[src/rtl/scope_frame_uploader_pkg.sv]
// Shared oscilloscope host-link definitions: command decoder codes, framing constants
// and the uplink framer state encoding.
package scope_frame_uploader_pkg;

   localparam logic [1:0] GATHER_RESET  = 2'b00;
   localparam logic [1:0] GATHER_CONT   = 2'b01;
   localparam logic [1:0] GATHER_SINGLE = 2'b10;

   localparam logic TRIG_RISING  = 1'b0;
   localparam logic TRIG_FALLING = 1'b1;

   localparam logic [7:0] SYNC_BYTE_DEFAULT = 8'hA5;

   typedef enum logic [2:0] {
      ST_IDLE   = 3'd0,
      ST_SYNC   = 3'd1,
      ST_STATUS = 3'd2,
      ST_LEVEL  = 3'd3,
      ST_FETCH  = 3'd4,
      ST_LOAD   = 3'd5,
      ST_SAMPLE = 3'd6,
      ST_CSUM   = 3'd7
   } state_e;

   // Frame checksum is a plain modulo-256 sum.
   function automatic logic [7:0] csum_add(input logic [7:0] acc, input logic [7:0] b);
      return acc + b;
   endfunction

   function automatic logic [7:0] status_byte(input logic [1:0] gather, input logic edge_sel);
      return {gather, edge_sel, 5'b00000};
   endfunction

endpackage

[src/rtl/scope_frame_uploader.sv]
// Uplink framer: streams sync, status, trigger level, DEPTH capture samples and a
// checksum to the UART TX over a valid/ready handshake.
module scope_frame_uploader
   import scope_frame_uploader_pkg::*;
#(
   parameter int unsigned DEPTH     = 256,
   parameter int unsigned ADDR_W    = 8,
   parameter logic [7:0]  SYNC_BYTE = SYNC_BYTE_DEFAULT
) (
   input  logic              clk,
   input  logic              rst,
   input  logic              frame_start,
   input  logic [1:0]        gather_set,
   input  logic              trigger_set,
   input  logic [7:0]        trigger_level,
   output logic              rd_en,
   output logic [ADDR_W-1:0] rd_addr,
   input  logic [7:0]        rd_data,
   output logic [7:0]        tx_data,
   output logic              tx_valid,
   input  logic              tx_ready,
   output logic              busy,
   output logic              frame_done
);

   localparam logic [ADDR_W-1:0] LAST_ADDR = ADDR_W'(DEPTH - 1);

   state_e            state_q;
   logic [7:0]        status_q;
   logic [7:0]        level_q;
   logic [7:0]        csum_q;
   logic [7:0]        tx_data_q;
   logic [ADDR_W-1:0] rd_addr_q;
   logic              rd_en_q;
   logic              tx_valid_q;
   logic              busy_q;
   logic              frame_done_q;
   logic              abort_pending_q;

   logic              accept_s;
   logic              abort_s;
   logic              abort_exit_s;
   logic [7:0]        csum_d;

   // Handshake, abort decision and running checksum including the byte on the wire.
   always_comb begin
      accept_s     = tx_valid_q & tx_ready;
      abort_s      = abort_pending_q | (gather_set == GATHER_RESET);
      csum_d       = csum_add(csum_q, tx_data_q);
      abort_exit_s = 1'b0;
      case (state_q)
         ST_SYNC, ST_STATUS, ST_LEVEL, ST_SAMPLE, ST_CSUM: abort_exit_s = accept_s & abort_s;
         ST_FETCH, ST_LOAD:                                abort_exit_s = abort_s;
         default:                                          abort_exit_s = 1'b0;
      endcase
   end

   // Frame sequencer with registered handshake, RAM strobe and status outputs.
   always_ff @(posedge clk or posedge rst) begin
      if (rst) begin
         state_q         <= ST_IDLE;
         status_q        <= 8'h00;
         level_q         <= 8'h00;
         csum_q          <= 8'h00;
         tx_data_q       <= 8'h00;
         rd_addr_q       <= '0;
         rd_en_q         <= 1'b0;
         tx_valid_q      <= 1'b0;
         busy_q          <= 1'b0;
         frame_done_q    <= 1'b0;
         abort_pending_q <= 1'b0;
      end else if (abort_exit_s) begin
         state_q         <= ST_IDLE;
         rd_addr_q       <= '0;
         rd_en_q         <= 1'b0;
         tx_valid_q      <= 1'b0;
         busy_q          <= 1'b0;
         frame_done_q    <= 1'b0;
         abort_pending_q <= 1'b0;
      end else begin
         frame_done_q <= 1'b0;
         // A pending abort is honoured at the next byte boundary, never mid-byte.
         if ((state_q != ST_IDLE) && (gather_set == GATHER_RESET)) begin
            abort_pending_q <= 1'b1;
         end
         case (state_q)
            ST_IDLE: begin
               if (frame_start && (gather_set != GATHER_RESET)) begin
                  status_q   <= status_byte(gather_set, trigger_set);
                  level_q    <= trigger_level;
                  csum_q     <= 8'h00;
                  rd_addr_q  <= '0;
                  busy_q     <= 1'b1;
                  tx_data_q  <= SYNC_BYTE;
                  tx_valid_q <= 1'b1;
                  state_q    <= ST_SYNC;
               end
            end
            ST_SYNC: begin
               if (accept_s) begin
                  tx_data_q <= status_q;
                  state_q   <= ST_STATUS;
               end
            end
            ST_STATUS: begin
               if (accept_s) begin
                  csum_q    <= csum_d;
                  tx_data_q <= level_q;
                  state_q   <= ST_LEVEL;
               end
            end
            ST_LEVEL: begin
               if (accept_s) begin
                  csum_q     <= csum_d;
                  tx_valid_q <= 1'b0;
                  rd_en_q    <= 1'b1;
                  state_q    <= ST_FETCH;
               end
            end
            ST_FETCH: begin
               rd_en_q <= 1'b0;
               state_q <= ST_LOAD;
            end
            ST_LOAD: begin
               tx_data_q  <= rd_data;
               tx_valid_q <= 1'b1;
               state_q    <= ST_SAMPLE;
            end
            ST_SAMPLE: begin
               if (accept_s) begin
                  csum_q <= csum_d;
                  if (rd_addr_q == LAST_ADDR) begin
                     tx_data_q <= csum_d;
                     state_q   <= ST_CSUM;
                  end else begin
                     rd_addr_q  <= rd_addr_q + ADDR_W'(1);
                     tx_valid_q <= 1'b0;
                     rd_en_q    <= 1'b1;
                     state_q    <= ST_FETCH;
                  end
               end
            end
            ST_CSUM: begin
               if (accept_s) begin
                  tx_valid_q   <= 1'b0;
                  frame_done_q <= 1'b1;
                  busy_q       <= 1'b0;
                  rd_addr_q    <= '0;
                  state_q      <= ST_IDLE;
               end
            end
            default: begin
               tx_valid_q <= 1'b0;
               rd_en_q    <= 1'b0;
               busy_q     <= 1'b0;
               rd_addr_q  <= '0;
               state_q    <= ST_IDLE;
            end
         endcase
      end
   end

   assign rd_en      = rd_en_q;
   assign rd_addr    = rd_addr_q;
   assign tx_data    = tx_data_q;
   assign tx_valid   = tx_valid_q;
   assign busy       = busy_q;
   assign frame_done = frame_done_q;

endmodule

[config.mk]
export PLATFORM = sky130hd
export DESIGN_NAME = scope_frame_uploader
export DESIGN_NICKNAME = d
export VERILOG_FILES = /design/src/rtl/scope_frame_uploader_pkg.sv /design/src/rtl/scope_frame_uploader.sv
export SDC_FILE = /design/constraint.sdc
export NUM_CORES = 1
export LEC_CHECK = 0
export BUFFER_PORTS_ARGS = -buffer_cell sky130_fd_sc_hd__buf_2
export CELL_PAD_IN_SITES_DETAIL_PLACEMENT = 1
export CELL_PAD_IN_SITES_GLOBAL_PLACEMENT = 1
export CORE_MARGIN = 8
export CORE_UTILIZATION = 38
export CTS_BUF_LIST = sky130_fd_sc_hd__clkbuf_8 sky130_fd_sc_hd__clkbuf_16
export DETAILED_ROUTE_END_ITERATION = 6
export PLACE_DENSITY_LB_ADDON = 0.08
export SLEW_MARGIN = 20
export SYNTH_ARGS = -nofsm -noshare
export SYNTH_HDL_FRONTEND = slang
export SYNTH_SLANG_ARGS = --single-unit
[constraint.sdc]
create_clock -name clk -period 2.2 [get_ports clk]
set_clock_uncertainty 0.15 [all_clocks]
set_input_delay 0.44 -clock clk [delete_from_list [all_inputs] [get_ports clk]]
set_output_delay 0.44 -clock clk [all_outputs]
set_load 0.01 [all_outputs]
==> flow_summary_export.csv <==
group,metric,value,unit
run_status,outcome,"finished, violations left",
run_status,violations,"setup timing",
setup_path,cp_top_family,"compound AO/OA/AOI/OAI gates",
clock_tree,clock_sinks,43,
logic_synthesis,synth_edf_count,0,
setup_path,worstPathRequired,2.24,ns
sta,period_share,1.08,
clock_tree,cts.clk_slew.worst_paths,0.09,ns
logic_synthesis,synth_area_leaders,"dfrtp_1 (42%), nand2_1 (6.7%), o21ai_0 (5.8%), ha_1 (3.9%), nor2_1 (3.1%)",
logic_synthesis,async_flop_share,1.00,
setup_path,critical_path_class,"flip-flop to flip-flop",
detailed_routing,routedWlPerCell,17.0,um
logic_synthesis,synthFlopType,"dfrtp_1",
sta,finalMaxSlewViolations,0,
power,vdd_drop_max,362,uV
setup_path,r2r_end,"tx_data[6]",
setup_path,reg2regPathDepth,8,
detailed_routing,routed_wirelength,7860,um
floorplanning,die_h,98.2,um
global_route,grt-ovfl-total,0,
sta,setup_viol,3,
clock_tree,htreeDepth,2,
logic_synthesis,synth.avg_cell_area,8.98,um^2
floorplanning,die_w,98.2,um
final_layout,final_cells,463,
floorplanning,dieArea,9640,um^2
setup_path,reg2reg_slack,-0.18,ns
logic_synthesis,yosysTopAreaCellShare,0.419,
setup_path,crit_fanout,2,
detailed_routing,vias,2469,
detailed_routing,drc,0,
logic_synthesis,synth_warnings,0,
logic_synthesis,synthMostInstantiatedCell,"nand2_1",
setup_path,start_kind,"flip-flop",
power,power_density,1140,nW/um^2
sta,worstMarginPinSlew,0.572,ns
sta,holdWs,0.115,ns
floorplanning,initial_core_util,0.384,
sta,slew_headroom,0.619,
clock_tree,insertion_delay,0.30,ns
detailed_routing,first_iter_violations,79,
detailed_routing,via_per_inst,5.33,
clock_tree,ctsLongestPathBuffers,2,
floorplanning,ios,43,
clock_tree,cts_buffers,5,
hold_path,hp-class,"input port to asynchronous set/reset pin",
logic_synthesis,syn-instance-count,286,
placed_design,dp.cells,450,
sta,setup_ws,-0.182,ns
sta,max_freq,0.420,GHz
sta,period_needed,2.38,ns
setup_path,crit_buf_inv,0,
logic_synthesis,seq_area_frac_synth,0.419,
logic_synthesis,yosysTopAreaCell,"dfrtp_1",
sta,rsz0062_at_grt,"yes",
final_layout,syn_to_final_growth,34.4,%
power,power,3.92,mW
placed_design,port_buffers,42,
global_route,antenna_found_initial,0,
setup_path,cp-end-kind,"flip-flop",
setup_path,critPathMaxStageDelay,0.39,ns
flow_run,drv_cap,0,
setup_path,path_cells,"ha_2, fa_2, a21o_1, a221o_1, a21oi_2, xor2_1, o221ai_1, a22o_1",
placed_design,gp_congestion,0.823,
sta,hold_violations,0,
detailed_routing,antenna_left,0,
global_route,grt_max_degree,44,
placed_design,dp_hpwl,6100,um
final_layout,antenna_cells,0,
clock_tree,cts_tree,"yes",
logic_synthesis,syn_area,2570,um^2
logic_synthesis,syn-num-nets,318,
setup_path,crit_path_top_delay_cell,"dfrtp_1",
setup_path,arrival,2.42,ns
power,power_leakage,1.66,nW
logic_synthesis,synth_commonest_cells,"nand2_1 (46), dfrtp_1 (43), o21ai_0 (30), nor2_1 (21), nand3_1 (14)",
floorplanning,rows,30,
final_layout,nNetsFinal,414,
floorplanning,core,6680,um^2
logic_synthesis,synth.distinct_cells,56,
global_route,grt_pass1_vias,2684,
global_route,grt_pass1_wl,13300,um
global_route,grt_use_total,0.167,
clock_tree,root_buffer,"clkbuf_8",
logic_synthesis,ys_ff_latch,43,
detailed_routing,drtPass1Iterations,4,
final_layout,drive_above_1_share,0.366,
setup_path,rr_startpoint,"csum_q[0]",
[through the flow]
stage	area (um^2)	worst slack [ns]	setup TNS, ns	util
after global routing	3450	-0.277	-0.917	0.516
final	3450	-0.182	-0.382	0.516
after detailed placement	3240	-0.150	-0.424	0.486
after global placement	3240	-0.103	-0.127	0.486
after floorplan	2580	-0.0759	-0.0759	-
after CTS	3400	-0.182	-0.353	0.508
[cell families after synthesis]
kind of cell               Yosys count  synth area share
AOI/OAI and AO/OA                   82             0.225
and+or+nand+nor                    113             0.210
xor gates and xnor gates             8            0.0273
DFF                                 43             0.419
muxes                                8            0.0317
adders and majority gates            9            0.0468
buffers and inverters               23            0.0409
[sequential cells by signal (all words and copies together), names as in the netlist]
signal / count
busy: 1
rd_addr: 8
tx_data: 8
abort_pending_q: 1
tx_valid: 1
level_q: 8
rd_en: 1
status_q: 3
frame_done: 1
state_q: 3
csum_q: 8
[report_power, final]
group          internal [mW]  switching (mW)  total, mW
clock network          0.253           0.287      0.541
logic                   1.02            1.11       2.13
registers               1.04           0.221       1.26
total                   2.31            1.61       3.92
[worst max-delay path by stage]
stage / startpoint / to / depth (start not counted)
3_3_place_gp: csum_q[0] / tx_data[6] / 8
3_5_place_dp: csum_q[0] / tx_data[6] / 8
6_report: csum_q[0] / tx_data[6] / 8
4_1_cts: csum_q[0] / tx_data[6] / 8
5_1_grt: csum_q[0] / tx_data[6] / 8
2_1_floorplan: tx_data[0] / tx_data[6] / 8
[cell type report]
cell class	instances	area [um^2]
Fill cell	823	3230
Tap cell	80	100
Timing Repair Buffer	102	677
Multi-Input combinational cell	220	1460
Sequential cell	43	1080
Clock inverter	2	12.5
Clock buffer	6	82.6
Inverter	10	37.5
[worst min-delay path, delay by kind of cell]
| kind | cells | cell delay, ns |
|---|---|---|
| buffers and inverters | 3 | 0.59 |
[placed cells by master (no fill, tap or decap), types with 4 or more instances in the layout]
master,n
a21o_1,4
a21oi_1,6
a21oi_2,4
buf_2,42
buf_4,58
clkbuf_8,6
dfrtp_1,42
ha_1,6
inv_1,10
mux2i_1,7
nand2_1,46
nand2b_1,4
nand3_1,13
nor2_1,21
nor3_1,5
o211ai_1,4
o21ai_0,26
o21ai_1,4
xnor2_1,4
[repair_timing]
action / 4_1_cts / 5_1_grt
setup endpoints to repair: 10 / 12
hold buffers: 0 / 0
pin swaps: 4 / 9
resized for setup: 6 / 15
setup buffers: 4 / 1
[layer usage]
layer	global-route usage	share of wire	vias to the layer above	routed length [um]
met2	0.280	0.48	42	3770
met4	0.0319	0.0088	0	69
li1	-	-	1209	-
met5	0	0	-	0
met3	0.0363	0.035	8	274
met1	0.217	0.48	1210	3740
Note: power is estimated with default switching activity, not from simulation.
